## config.mk

```make
export PLATFORM = sky130hd
export DESIGN_NAME = i2c_burst_reader
export DESIGN_NICKNAME = d
export VERILOG_FILES = /design/src/rtl/i2c_burst_reader.sv
export SDC_FILE = /design/constraint.sdc
export NUM_CORES = 1
export LEC_CHECK = 0
export BUFFER_PORTS_ARGS = -buffer_cell sky130_fd_sc_hd__buf_2
export CORE_AREA = 2 2 104 106
export CTS_BUF_LIST = sky130_fd_sc_hd__clkbuf_8
export CTS_CLUSTER_SIZE = 28
export DETAILED_ROUTE_END_ITERATION = 16
export DIE_AREA = 0 0 106 108
export PLACE_DENSITY = 0.58
export SETUP_SLACK_MARGIN = 0.4
export SYNTH_ARGS = -nofsm -noshare
export SYNTH_HDL_FRONTEND = slang
export SYNTH_SLANG_ARGS = --single-unit
```

## constraint.sdc

```tcl
create_clock -name clk -period 2.7 [get_ports clk]
set_clock_uncertainty 0.15 [all_clocks]
set_input_delay 0.27 -clock clk [delete_from_list [all_inputs] [get_ports clk]]
set_output_delay 0.27 -clock clk [all_outputs]
set_load 0.02 [all_outputs]
```

## src/rtl/i2c_burst_reader.sv

```systemverilog
// I2C master: writes a register pointer to DEV_ADDR, repeated START, then burst-reads NUM_BYTES bytes.
// Optional build macro CLOCK_STRETCH_EN makes the high phase wait for scl_in before counting.
module i2c_burst_reader #(
    parameter int         CLK_DIV   = 16,
    parameter logic [6:0] DEV_ADDR  = 7'h68,
    parameter int         NUM_BYTES = 6,
    parameter int         CNT_W     = 10
) (
    input  logic       clk,
    input  logic       rst,
    input  logic       start,
    input  logic [7:0] reg_addr,
    input  logic       sda_in,
    input  logic       scl_in,
    output logic       sda_oe,
    output logic       scl_oe,
    output logic [7:0] rd_data,
    output logic       rd_valid,
    output logic [5:0] rd_index,
    output logic       busy,
    output logic       done,
    output logic       ack_err
);

    typedef enum logic [3:0] {
        IDLE, START, ADDR_W, ACK_A, REG, ACK_R, RSTART, ADDR_R, ACK_B, READ, MACK, STOP
    } state_t;

    localparam logic [CNT_W-1:0] CNT_MAX  = CNT_W'(CLK_DIV - 1);
    localparam logic [5:0]       LAST_IDX = 6'(NUM_BYTES - 1);

    state_t           state_reg, state_next;
    logic [1:0]       phase_reg, phase_next;
    logic [CNT_W-1:0] cnt_reg, cnt_next;
    logic [2:0]       bit_reg, bit_next;
    logic [5:0]       byte_reg, byte_next;
    logic [7:0]       tx_reg, tx_next;
    logic [7:0]       rx_reg, rx_next;
    logic [7:0]       reg_addr_reg, reg_addr_next;
    logic [7:0]       rd_data_reg, rd_data_next;
    logic             rd_valid_reg, rd_valid_next;
    logic             busy_reg, busy_next;
    logic             done_reg, done_next;
    logic             ack_err_reg, ack_err_next;
    logic             nack_reg, nack_next;
    logic             sda_oe_reg, sda_oe_next;
    logic             scl_oe_reg, scl_oe_next;
    logic             tick, sample, bit_end, hold;

    // Line drive is a pure function of the (next) state so both pins come straight from flops.
    function automatic logic [1:0] line_drive(state_t st, logic [1:0] ph, logic [2:0] bidx,
                                              logic [5:0] byt, logic [7:0] tx);
        logic sda, scl;
        sda = 1'b0;
        scl = (ph < 2'd2);
        case (st)
            IDLE:                begin sda = 1'b0; scl = 1'b0; end
            START:               begin sda = 1'b1; scl = 1'b0; end
            ADDR_W, REG, ADDR_R: sda = ~tx[bidx];
            MACK:                sda = (byt != LAST_IDX);
            RSTART:              sda = (ph == 2'd3);
            STOP:                sda = (ph != 2'd3);
            default:             sda = 1'b0;
        endcase
        return {sda, scl};
    endfunction

`ifdef CLOCK_STRETCH_EN
    assign hold = (state_reg != IDLE) && (phase_reg == 2'd2) && (cnt_reg == '0) && !scl_in;
`else
    logic unused_scl;
    assign unused_scl = scl_in;
    assign hold = 1'b0;
`endif

    assign tick    = (cnt_reg == CNT_MAX);
    assign sample  = tick && (phase_reg == 2'd2);
    assign bit_end = tick && (phase_reg == 2'd3);

    always_comb begin
        state_next    = state_reg;
        phase_next    = phase_reg;
        cnt_next      = cnt_reg;
        bit_next      = bit_reg;
        byte_next     = byte_reg;
        tx_next       = tx_reg;
        rx_next       = rx_reg;
        reg_addr_next = reg_addr_reg;
        rd_data_next  = rd_data_reg;
        rd_valid_next = 1'b0;
        busy_next     = busy_reg;
        done_next     = 1'b0;
        ack_err_next  = ack_err_reg;
        nack_next     = nack_reg;

        if (state_reg == IDLE) begin
            cnt_next   = '0;
            phase_next = 2'd0;
        end else if (!hold) begin
            cnt_next = tick ? '0 : cnt_reg + 1'b1;
            if (tick) phase_next = phase_reg + 2'd1;
        end

        case (state_reg)
            IDLE: begin
                // A start coinciding with the done pulse is deliberately dropped.
                if (start && !done_reg) begin
                    state_next    = START;
                    phase_next    = 2'd2;
                    busy_next     = 1'b1;
                    ack_err_next  = 1'b0;
                    byte_next     = '0;
                    reg_addr_next = reg_addr;
                end
            end
            START: begin
                if (bit_end) begin
                    state_next = ADDR_W;
                    tx_next    = {DEV_ADDR, 1'b0};
                    bit_next   = 3'd7;
                end
            end
            ADDR_W, REG, ADDR_R: begin
                if (bit_end) begin
                    if (bit_reg == 3'd0) begin
                        case (state_reg)
                            ADDR_W:  state_next = ACK_A;
                            REG:     state_next = ACK_R;
                            default: state_next = ACK_B;
                        endcase
                    end else begin
                        bit_next = bit_reg - 3'd1;
                    end
                end
            end
            ACK_A, ACK_R, ACK_B: begin
                if (sample) begin
                    nack_next = sda_in;
                    if (sda_in) ack_err_next = 1'b1;
                end
                if (bit_end) begin
                    bit_next = 3'd7;
                    if (nack_reg) begin
                        state_next = STOP;
                    end else begin
                        case (state_reg)
                            ACK_A: begin
                                state_next = REG;
                                tx_next    = reg_addr_reg;
                            end
                            ACK_R:   state_next = RSTART;
                            default: state_next = READ;
                        endcase
                    end
                end
            end
            RSTART: begin
                if (bit_end) begin
                    state_next = ADDR_R;
                    tx_next    = {DEV_ADDR, 1'b1};
                    bit_next   = 3'd7;
                end
            end
            READ: begin
                if (sample) begin
                    rx_next = {rx_reg[6:0], sda_in};
                    if (bit_reg == 3'd0) begin
                        rd_data_next  = {rx_reg[6:0], sda_in};
                        rd_valid_next = 1'b1;
                    end
                end
                if (bit_end) begin
                    if (bit_reg == 3'd0) state_next = MACK;
                    else                 bit_next   = bit_reg - 3'd1;
                end
            end
            MACK: begin
                if (bit_end) begin
                    if (byte_reg == LAST_IDX) begin
                        state_next = STOP;
                    end else begin
                        state_next = READ;
                        byte_next  = byte_reg + 6'd1;
                        bit_next   = 3'd7;
                    end
                end
            end
            STOP: begin
                if (bit_end) begin
                    state_next = IDLE;
                    busy_next  = 1'b0;
                    done_next  = 1'b1;
                end
            end
            default: state_next = IDLE;
        endcase

        {sda_oe_next, scl_oe_next} = line_drive(state_next, phase_next, bit_next, byte_next, tx_next);
    end

    always_ff @(posedge clk) begin
        if (rst) begin
            state_reg    <= IDLE;
            phase_reg    <= '0;
            cnt_reg      <= '0;
            bit_reg      <= '0;
            byte_reg     <= '0;
            tx_reg       <= '0;
            rx_reg       <= '0;
            reg_addr_reg <= '0;
            rd_data_reg  <= '0;
            rd_valid_reg <= 1'b0;
            busy_reg     <= 1'b0;
            done_reg     <= 1'b0;
            ack_err_reg  <= 1'b0;
            nack_reg     <= 1'b0;
            sda_oe_reg   <= 1'b0;
            scl_oe_reg   <= 1'b0;
        end else begin
            state_reg    <= state_next;
            phase_reg    <= phase_next;
            cnt_reg      <= cnt_next;
            bit_reg      <= bit_next;
            byte_reg     <= byte_next;
            tx_reg       <= tx_next;
            rx_reg       <= rx_next;
            reg_addr_reg <= reg_addr_next;
            rd_data_reg  <= rd_data_next;
            rd_valid_reg <= rd_valid_next;
            busy_reg     <= busy_next;
            done_reg     <= done_next;
            ack_err_reg  <= ack_err_next;
            nack_reg     <= nack_next;
            sda_oe_reg   <= sda_oe_next;
            scl_oe_reg   <= scl_oe_next;
        end
    end

    assign sda_oe   = sda_oe_reg;
    assign scl_oe   = scl_oe_reg;
    assign rd_data  = rd_data_reg;
    assign rd_valid = rd_valid_reg;
    assign rd_index = byte_reg;
    assign busy     = busy_reg;
    assign done     = done_reg;
    assign ack_err  = ack_err_reg;

endmodule

```

# --- After elaboration in Yosys (flattened, before gate mapping) ---
# Cells that the tools add are included.
totals:
  reg_bits: 63
  output_inout_bits: 20
classes:
  n_addsub: 4
  magnitude_cmp: 2
  eq_ne: 29
  n_mux: 47
  bitwise: 4
  n_reduce_logical: 24
ops:
  columns: ["operator", "count"]
  rows:
  - ["$mux 4", 11]
  - ["$mux 8", 5]
  - ["$pmux 4 s8", 1]
  - ["$eq 4x3->1 const B", 7]
  - ["$eq 4x4->1 const B", 6]
  - ["$pmux 8 s3", 1]
  - ["$mux 6", 3]
  - ["$reduce_or 3->1", 6]
  - ["$pmux 4 s2", 2]
  - ["$mux 3", 5]
  - ["$eq 4x2->1 const B", 3]
  - ["$pmux 6 s2", 1]
  - ["$add 10x1->10 const B", 1]
  - ["$eq 10x4->1 const B", 1]
  - ["$mux 2", 5]
  - ["$pmux 3 s3", 1]
  - ["$eq 4x1->1 const B", 2]
  - ["$logic_not 4->1", 2]
  - ["$mux 1", 8]
  - ["$ne 2x2->1 const B", 4]
  - ["$add 6x1->6 const B", 1]
  - ["$eq 2x2->1 const B", 3]
  - ["$eq 6x3->1 const B", 1]
  - ["$ne 6x3->1 const B", 1]
  - ["19 further kinds", 29]

# --- Logic depth before layout (Yosys ltp) ---
# Gate-level depths: netlist of run 1.
logic_depth:
  ltp_word: 9
  mapped_depth: 12
  mapped_depth_nobuf: 10

# --- Least setup slack after synthesis of run 1 ---
# OpenSTA, ideal clock, no wires.
synth_path:
  kind: "reg2reg"
  start: "register cnt_reg[0]"
  end: "register sda_oe_reg, in the netlist sda_oe"
  arrival_time_ps: 2432
  t_required_ps: 2466
  slack_ps: 33
  stages_incl_launch_ff: 11
  path_buffers: 1
  synth_period_minus_slack_ps: 2667
  path_cell_list: "dfxtp_1 > ha_1 > and3_1 > buf_2 > nand4_1 > nor2_2 > mux2_2 > o21ai_0 > a211oi_2 > a311o_1 > o31ai_2"
synth_between:
  elab_chain_cells: 8
  word_cells_on_any_way: 39
synth_rtl:
  columns: ["element", "line", "rtl"]
  rows:
  - ["from (decl)", "34", "logic [CNT_W-1:0] cnt_reg, cnt_next;"]
  - ["from (signal assigned)", "222", "cnt_reg <= cnt_next;"]
  - ["$eq 10x4->1 *", "76", "assign tick = (cnt_reg == CNT_MAX);"]
  - ["$logic_and 1x1->1", "78", "assign bit_end = tick && (phase_reg == 2'd3);"]
  - ["$mux 8 (tied with other cells)", "158", "if (bit_end) begin"]
  - ["$pmux 8 s3 / $pmux 3 s3 (equally long branches)", "104", "case (state_reg)"]
  - ["$bmux 1 s3", "59", "ADDR_W, REG, ADDR_R: sda = ~tx[bidx];"]
  - ["$mux 1 (not written as such)", "59", null]
  - ["$not 1->1", "59", null]
  - ["$pmux 1 s5 *", "56", "case (st)"]
  - ["to (signal assigned)", "234", "sda_oe_reg <= sda_oe_next;"]
  - ["to (decl)", "46", "logic sda_oe_reg, sda_oe_next;"]
# Every way passes the cells marked *; elsewhere a longest branch is shown, timed or not. The select of a mux whose other input is x is not followed.
# A chain may end at the register's enable or synchronous reset.

# --- Final worst setup path of run 1 ---
layout_path:
  start: "register state_reg[0]"
  end: "register sda_oe_reg, in the netlist sda_oe"
layout_between:
  elab_chain_cells: 9
  word_cells_on_any_way: 54
layout_rtl:
  columns: ["element", "line", "rtl"]
  rows:
  - ["from (decl)", "32", "state_t state_reg, state_next;"]
  - ["from (signal assigned)", "220", "state_reg <= state_next;"]
  - ["$eq 4x2->1", "104, 146", null]
  - ["$mux 8", "146", "case (state_reg)"]
  - ["$mux 8", "143", "if (nack_reg) begin"]
  - ["$mux 8", "141", "if (bit_end) begin"]
  - ["$pmux 8 s3", "104", null]
  - ["$bmux 1 s3", "59", null]
  - ["$mux 1 (not written as such)", "59", null]
  - ["$not 1->1", "59", null]
  - ["$pmux 1 s5 *", "56", null]
# Marked as above.

==> impl_metrics.toml, run 1 <==
[clock_network]
clock-sinks = 63
clk_pin_slew_ns = 0.08
htree_levels = 3
clk_latency_ns = 0.35
cts_tree = "done"
root_buffer = "clkbuf_8"
numCtsBuffers = 9
cts_buffer_depth = 2

[timing]
worst_slew_pin_slew_ns = 0.533
fmax_mhz = 383
maxSlewHeadroom_pct = 64.5
period_share_pct = 96.8
slew_violations = 0
tns_ns = 0
rsz0062_at_grt = "yes"
finalHoldViolCount = 0
setup-violations-final = 0
fin_crit_ns = 2.61

[finish]
layoutNonFillerInstCount = 637
num-nets-final = 516
layout_commonest_cell = "buf_4"
ff_latch_area_sq_um = 1280
multi_input_area_sq_um = 2120
most-common-layout-cells = "buf_4 (61), nand2_1 (55), dfxtp_1 (52), nor2_1 (48), buf_2 (31)"
syn_to_final_growth_pct = 35.5
fillerInstances = 1021
design_area_sq_um = 4500
antenna_cells = 0
drive_gt1_share_pct = 33.3
largest_reg_flops = 10

[job]
maxCapViolations = 0

[critical_path]
ff2ff_path_depth = 9
startpoint = "state_reg[0]"
criticalPathCategory = "register to register"
required_ns = 2.78
crit_fanout = 6
start_kind = "register"
rrSetupSlack_ns = 0.09
r2r_start = "state_reg[0]"
arrival_ns = 2.70
rr_endpoint = "sda_oe"
critPathCaptureType = "register"

[power]
switching_share_pct = 28.3
power_switching_w = 0.000543
power_density_nw_per_um2 = 427
p_comb_share_pct = 11.4
p_int_w = 0.00138
p_clk_share_pct = 38.2
seqPwrFrac_pct = 50.3
ir_worst_vdd_mv = 0.210
p_leak_nw = 1.77

[routing]
wl_per_cell_um = 14.2
dr.pass1.iters = 4
drt-total-wl_um = 9020
vias = 3215
remaining_drc_errors = 0
antenna_left = 0
via_per_inst = 5.05
drt_iter0_drc = 170

[synthesis]
syn_nets = 427
ys_warn_count = 0
synth_xor_area_share_pct = 2.90
syn_area_per_cell_sq_um = 8.16
ys_seq_elements = 63
synth-compound-area-share_pct = 17.7
yosysSeqAreaShare_pct = 38.0
syn_inst = 407
synth_edf_count = 0
ys_async_sr_fraction_pct = 0
synth_top_area_cell = "dfxtp_1"
ys_types = 63
synthSimpleGateAreaFrac_pct = 28.0
synth_area_leaders = "dfxtp_1 (38%), nand2_1 (6.2%), nor2_1 (5.4%)"
synth_top_family_by_area = "simple AND/OR/NAND/NOR gates"
syn-cell-area_sq_um = 3320
yosys.area.top_type_share_pct = 38.0
synth_fa_ha_area_share_pct = 2.64
synthMuxAreaShare_pct = 6.18
ys.flop_type = "dfxtp_1"

[hold_path]
holdCritStartpoint = "reg_addr[0]"
min_path_type = "input pin to register"
min_to = "reg_addr_reg[0]"
min_path_cells = 3

[grt]
grt_pass1_vias = 2988
gr-usage-all-layers_pct = 16.4
grt_max_degree = 32
grt_pass1_wl_um = 14800
grt.overflow.total = 0
antenna_found_initial = 0

[die]
core_sq_um = 10200
die_area_sq_um = 11400
die-height_um = 108
die_width_um = 106
pin_count = 33
rows = 37
initial_utilization_pct = 32.5

[placement]
gp_congestion = 0.900
dp.cells = 603
hpwl_um = 6400
dpl_cell_area_sq_um = 3970
numPortBuffers = 31

[outcome]
status = "complete, no violations"
==> worst max-delay path, cell delays in order, from the launching register on <==
cell and delay, ns:
dfxtp_4 0.38, buf_4 0.15, nor3b_1 0.38, o41ai_4 0.17, a31oi_4 0.30, o21ai_4 0.10, or3_1 0.39, a211oi_2 0.24
a311o_1 0.16, o31ai_2 0.07
==> routing by layer <==
| metal | track usage (%) | up-vias | share of wire (%) |
|---|---|---|---|
| met2 | 27.2 | 49 | 48 |
| li1 | - | 1626 | - |
| met3 | 3.80 | 13 | 2.7 |
| met5 | 0 | - | 0 |
| met4 | 6.02 | 0 | 1.7 |
| met1 | 21.0 | 1527 | 47 |
==> layout make-up <==
class | instances | share of cell area, %
Sequential cell | 63 | 28.4
Multi-Input combinational cell | 309 | 47.1
Inverter | 11 | 0.917
Clock buffer | 9 | 2.75
Clock inverter | 7 | 1.08
Tap cell | 136 | 3.78
Timing Repair Buffer | 102 | 15.9
==> Yosys cell counts (2+ instances only) <==
| cell | instances |
|---|---|
| nand3_1 | 8 |
| a311oi_1 | 2 |
| a31oi_1 | 6 |
| xnor2_1 | 6 |
| ha_1 | 7 |
| o211a_1 | 2 |
| nor4bb_1 | 3 |
| nor3_1 | 15 |
| nor2_1 | 48 |
| nand2b_1 | 4 |
| o2111ai_1 | 2 |
| mux2_2 | 4 |
| o21ai_0 | 12 |
| and3_1 | 10 |
| dfxtp_1 | 63 |
| nand2_1 | 55 |
| clkbuf_1 | 16 |
| and4_1 | 2 |
| a211oi_2 | 2 |
| and2_1 | 5 |
| nand4_1 | 8 |
| nor4_1 | 4 |
| mux2i_1 | 16 |
| buf_2 | 5 |
| buf_4 | 2 |
| a21o_1 | 2 |
| a211oi_1 | 5 |
| or3_1 | 2 |
| o32ai_1 | 2 |
| nor2b_1 | 10 |
| inv_1 | 11 |
| xor2_1 | 5 |
| nor3b_1 | 4 |
| a21oi_1 | 30 |
==> power groups by stage <==
stage	sequential, W	combinational (W)	clock [W]
6_report	0.000967	0.000220	0.000735
5_1_grt	0.000970	0.000245	0.000803
4_1_cts	0.000965	0.000211	0.000766
3_5_place_dp	0.000985	0.000196	0
3_3_place_gp	0.000984	0.000195	0
2_1_floorplan	0.000983	0.000121	0
==> worst max path at each step <==
stage,endpoint
floorplan,sda_oe
global placement,sda_oe
detailed placement,sda_oe
CTS,sda_oe
global route,sda_oe
finish,sda_oe
==> cell families (layout without fill, tap and decap cells) <==
family                   Yosys count  after routing
XOR/XNOR                          11             11
AO/OA/AOI/OAI                     85             85
AND/OR/NAND/NOR                  186            186
buffers and inverters             35            129
flip-flops                        63             63
multiplexers                      20             20
adder cells (fa/ha/maj)            7              7
==> what timing repair did <==
action / in CTS / in global routing
pin swaps: 8 / 10
endpoints found under the hold margin: 7 / 0
hold buffers: 7 / 0
setup endpoints to repair: 4 / 17
gates resized for setup: 21 / 31
setup buffers: 4 / 7
cloned: 0 / 0
==> per-stage QoR <==
stage          worst slack (ns)  total power [W]  utilization (%)  hold slack [ns]
4_1_cts                  0.0481          0.00194             42.2          0.00181
3_5_place_dp             -0.104          0.00118             38.8            0.285
6_report                 0.0862          0.00192             44.0           0.0100
3_3_place_gp            -0.0748          0.00118             38.8            0.278
2_1_floorplan             0.225          0.00110                -            0.256
5_1_grt                 -0.0401          0.00202             44.0          0.00669
Power figures use the tool's default switching activity.
==> run 2, diff against run 1 <==
Settings changed: ABC_AREA set to 1, CORE_AREA 2 2 104 106 to 2 2 106 108, DIE_AREA 0 0 106 108 to 0 0 108 110.
==> run 2 against run 1 <==
  * Largest cell class unchanged
  * Cell area is 1.1% lower
  * Count of clock-buffer cells in the layout is 1 higher
  * Area after synthesis is 3.5% higher
  * Utilization is 2.4 points lower
  * Critical path type unchanged
  * Highest routed layer unchanged
  * Sequential share of layout area is 0.30 points higher
  * Critical endpoint unchanged
==> impl_metrics.toml, run 2 <==
[synthesis]
synthTopCellsByCount = "nand2_1 (100), dfxtp_1 (63), nor2_1 (63)"
synth_area_leaders = "dfxtp_1 (37%), nand2_1 (11%), nand3_1 (8.6%)"
ys.flop_type = "dfxtp_1"
synth_top_area_cell = "dfxtp_1"
ys_seq_elements = 63
syn_nets = 526
syn_area_per_cell_sq_um = 6.80
syn_inst = 506
yosys.area.top_type_share_pct = 36.7
ys_types = 33
ys_warn_count = 0
syn-cell-area_sq_um = 3440
yosysSeqAreaShare_pct = 36.7
ys_async_sr_fraction_pct = 0
yosys.cell_count.top_type = "nand2_1"
synth_edf_count = 0

[power]
power_switching_w = 0.000519
switching_share_pct = 25.0
seqPwrFrac_pct = 46.3
power_density_nw_per_um2 = 467
p_clk_share_pct = 44.1
p_comb_share_pct = 9.7
ir_worst_vdd_mv = 0.233
p_leak_nw = 2.03
p_int_w = 0.00156

[critical_path]
criticalPathCategory = "register to register"
start_kind = "register"
critPathCaptureType = "register"
required_ns = 2.77
crit_fanout = 8
arrival_ns = 2.31

[finish]
syn_to_final_growth_pct = 29.5
num-nets-final = 589
antenna_cells = 0
most-common-layout-cells = "nand2_1 (87), inv_1 (56), nor2_1 (53), nand3_1 (52), dfxtp_1 (52)"
largest_reg_flops = 10
fillerInstances = 1116
drive_gt1_share_pct = 30.3
layout_commonest_cell = "nand2_1"

[timing]
fmax_mhz = 446
setup-violations-final = 0
holdWs_ns = 0.00562
maxSlewHeadroom_pct = 72.7
rsz0062_at_grt = "yes"
fin_crit_ns = 2.24
period_share_pct = 83.1
tns_ns = 0
slew_violations = 0
finalHoldViolCount = 0
worst_slew_pin_slew_ns = 0.409
timing.final.ws_setup_ns = 0.456

[clock_network]
clk_latency_ns = 0.34
numCtsBuffers = 9
cts_tree = "done"
root_buffer = "clkbuf_8"
cts_buffer_depth = 2
clock-sinks = 63
htree_levels = 3
clk_pin_slew_ns = 0.07

[routing]
wl_per_cell_um = 12.8
remaining_drc_errors = 0
vias = 3517
drt_iter0_drc = 226
via_per_inst = 4.93
dr.pass1.iters = 5
antenna_left = 0
drt-total-wl_um = 9160

[placement]
numPortBuffers = 31
dp_slack_ns = 0.244
gp_congestion = 0.862
hpwl_um = 6320

[grt]
grt.overflow.total = 0
gr-usage-all-layers_pct = 15.7
busiest_layer = "met2"
grtUsageMet1_pct = 20.3
use_met3_pct = 3.82
gr-usage-met2_pct = 25.8
grt_pass1_vias = 3186
grt_max_degree = 28
grt_pass1_wl_um = 14800
antenna_found_initial = 0

[hold_path]
min_path_type = "input pin to register"

[outcome]
status = "complete, no violations"

[die]
pin_count = 33
rows = 38
core_sq_um = 10700
die_width_um = 108
initial_utilization_pct = 32.1
die_area_sq_um = 11900
die-height_um = 110

[job]
maxCapViolations = 0
## run 2: cell count changes after synthesis, moves of 7 or more
| cell | before | now |
|---|---|---|
| nand3_1 | 8 | 59 |
| and3_1 | 10 | 0 |
| mux2i_1 | 16 | 0 |
| inv_2 | 0 | 7 |
| nand2_1 | 55 | 100 |
| nor2_1 | 48 | 63 |
| clkbuf_1 | 16 | 8 |
| nor2_2 | 1 | 10 |
| nor2b_1 | 10 | 0 |
| o21ai_0 | 12 | 37 |
| nand2_2 | 0 | 12 |
| nor3_1 | 15 | 8 |
| inv_1 | 11 | 59 |
## run 2: kinds of logic after synthesis
| family | Yosys count | synth area share, % |
|---|---|---|
| and+or+nand+nor | 275 | 38.1 |
| buffers and inverters | 78 | 8.95 |
| DFF | 63 | 36.7 |
| AOI/OAI and AO/OA | 77 | 12.2 |
| xor gates and xnor gates | 6 | 1.53 |
| adders and majority gates | 7 | 2.55 |
## run 2: layer usage
| metal | vias to the layer above | share of wire (%) |
|---|---|---|
| li1 | 1774 | - |
| met3 | 26 | 5.0 |
| met2 | 101 | 45 |
| met5 | - | 0 |
| met4 | 0 | 2.7 |
| met1 | 1616 | 47 |
## run 2: repair_timing
item / in CTS / in global routing
pin swaps: 5 / 25
setup buffers: 4 / 17
hold buffers: 2 / 0
resized for setup: 21 / 62
setup endpoints to repair: 1 / 5
hold endpoints to repair: 2 / 0
cloned: 0 / 1
## run 2: metrics by stage
| stage | cell area, sq um | cells | util (%) | total power (W) |
|---|---|---|---|---|
| floorplan | 3440 | 506 | - | 0.00111 |
| global placement | 3770 | 674 | 35.2 | 0.00115 |
| detailed placement | 3770 | 674 | 35.2 | 0.00116 |
| CTS | 4120 | 696 | 38.5 | 0.00208 |
| global route | 4450 | 714 | 41.6 | 0.00217 |
| finish | 4450 | 714 | 41.6 | 0.00208 |
## run 2: worst paths after layout
kind,to,slack (ns),from,cells past startpoint
worst max-delay path,sda_oe,0.46,state_reg[1],14
worst min-delay path,reg_addr_reg[0],0.006,reg_addr[0],3
worst max register to register,sda_oe,0.46,state_reg[1],14
worst min register to register,cnt_reg[0],0.30,cnt_reg[0],1
## run 2: area by class of cell
cell class,count,area [sq um],share of cell area (%)
well taps,140,175,3.93
flip-flops and latches,63,1280,28.7
inverters,68,259,5.82
clock buffers,10,138,3.09
clock inverters,6,85.1,1.91
repair buffers,62,402,9.02
multi-input cells,365,2110,47.5
## run 2: power groups by stage
stage	registers, W	clock network (W)	logic [W]
floorplan	0.000984	0	0.000121
global placement	0.000983	0	0.000170
detailed placement	0.000983	0	0.000174
CTS	0.000962	0.000936	0.000183
global route	0.000964	0.000977	0.000226
finish	0.000962	0.000917	0.000201
## run 2: worst max-delay path, stage by stage, from the launching register on
cell	delay [ns]
dfxtp_4	0.38
inv_2	0.12
nor2_4	0.06
nand2_4	0.16
clkinvlp_4	0.22
nor2_4	0.20
nand2_1	0.06
nand3_1	0.08
nand2_1	0.07
nor2_1	0.12
nand3_1	0.12
nand2_1	0.08
a21oi_1	0.07
nor2_1	0.16
a21oi_2	0.07
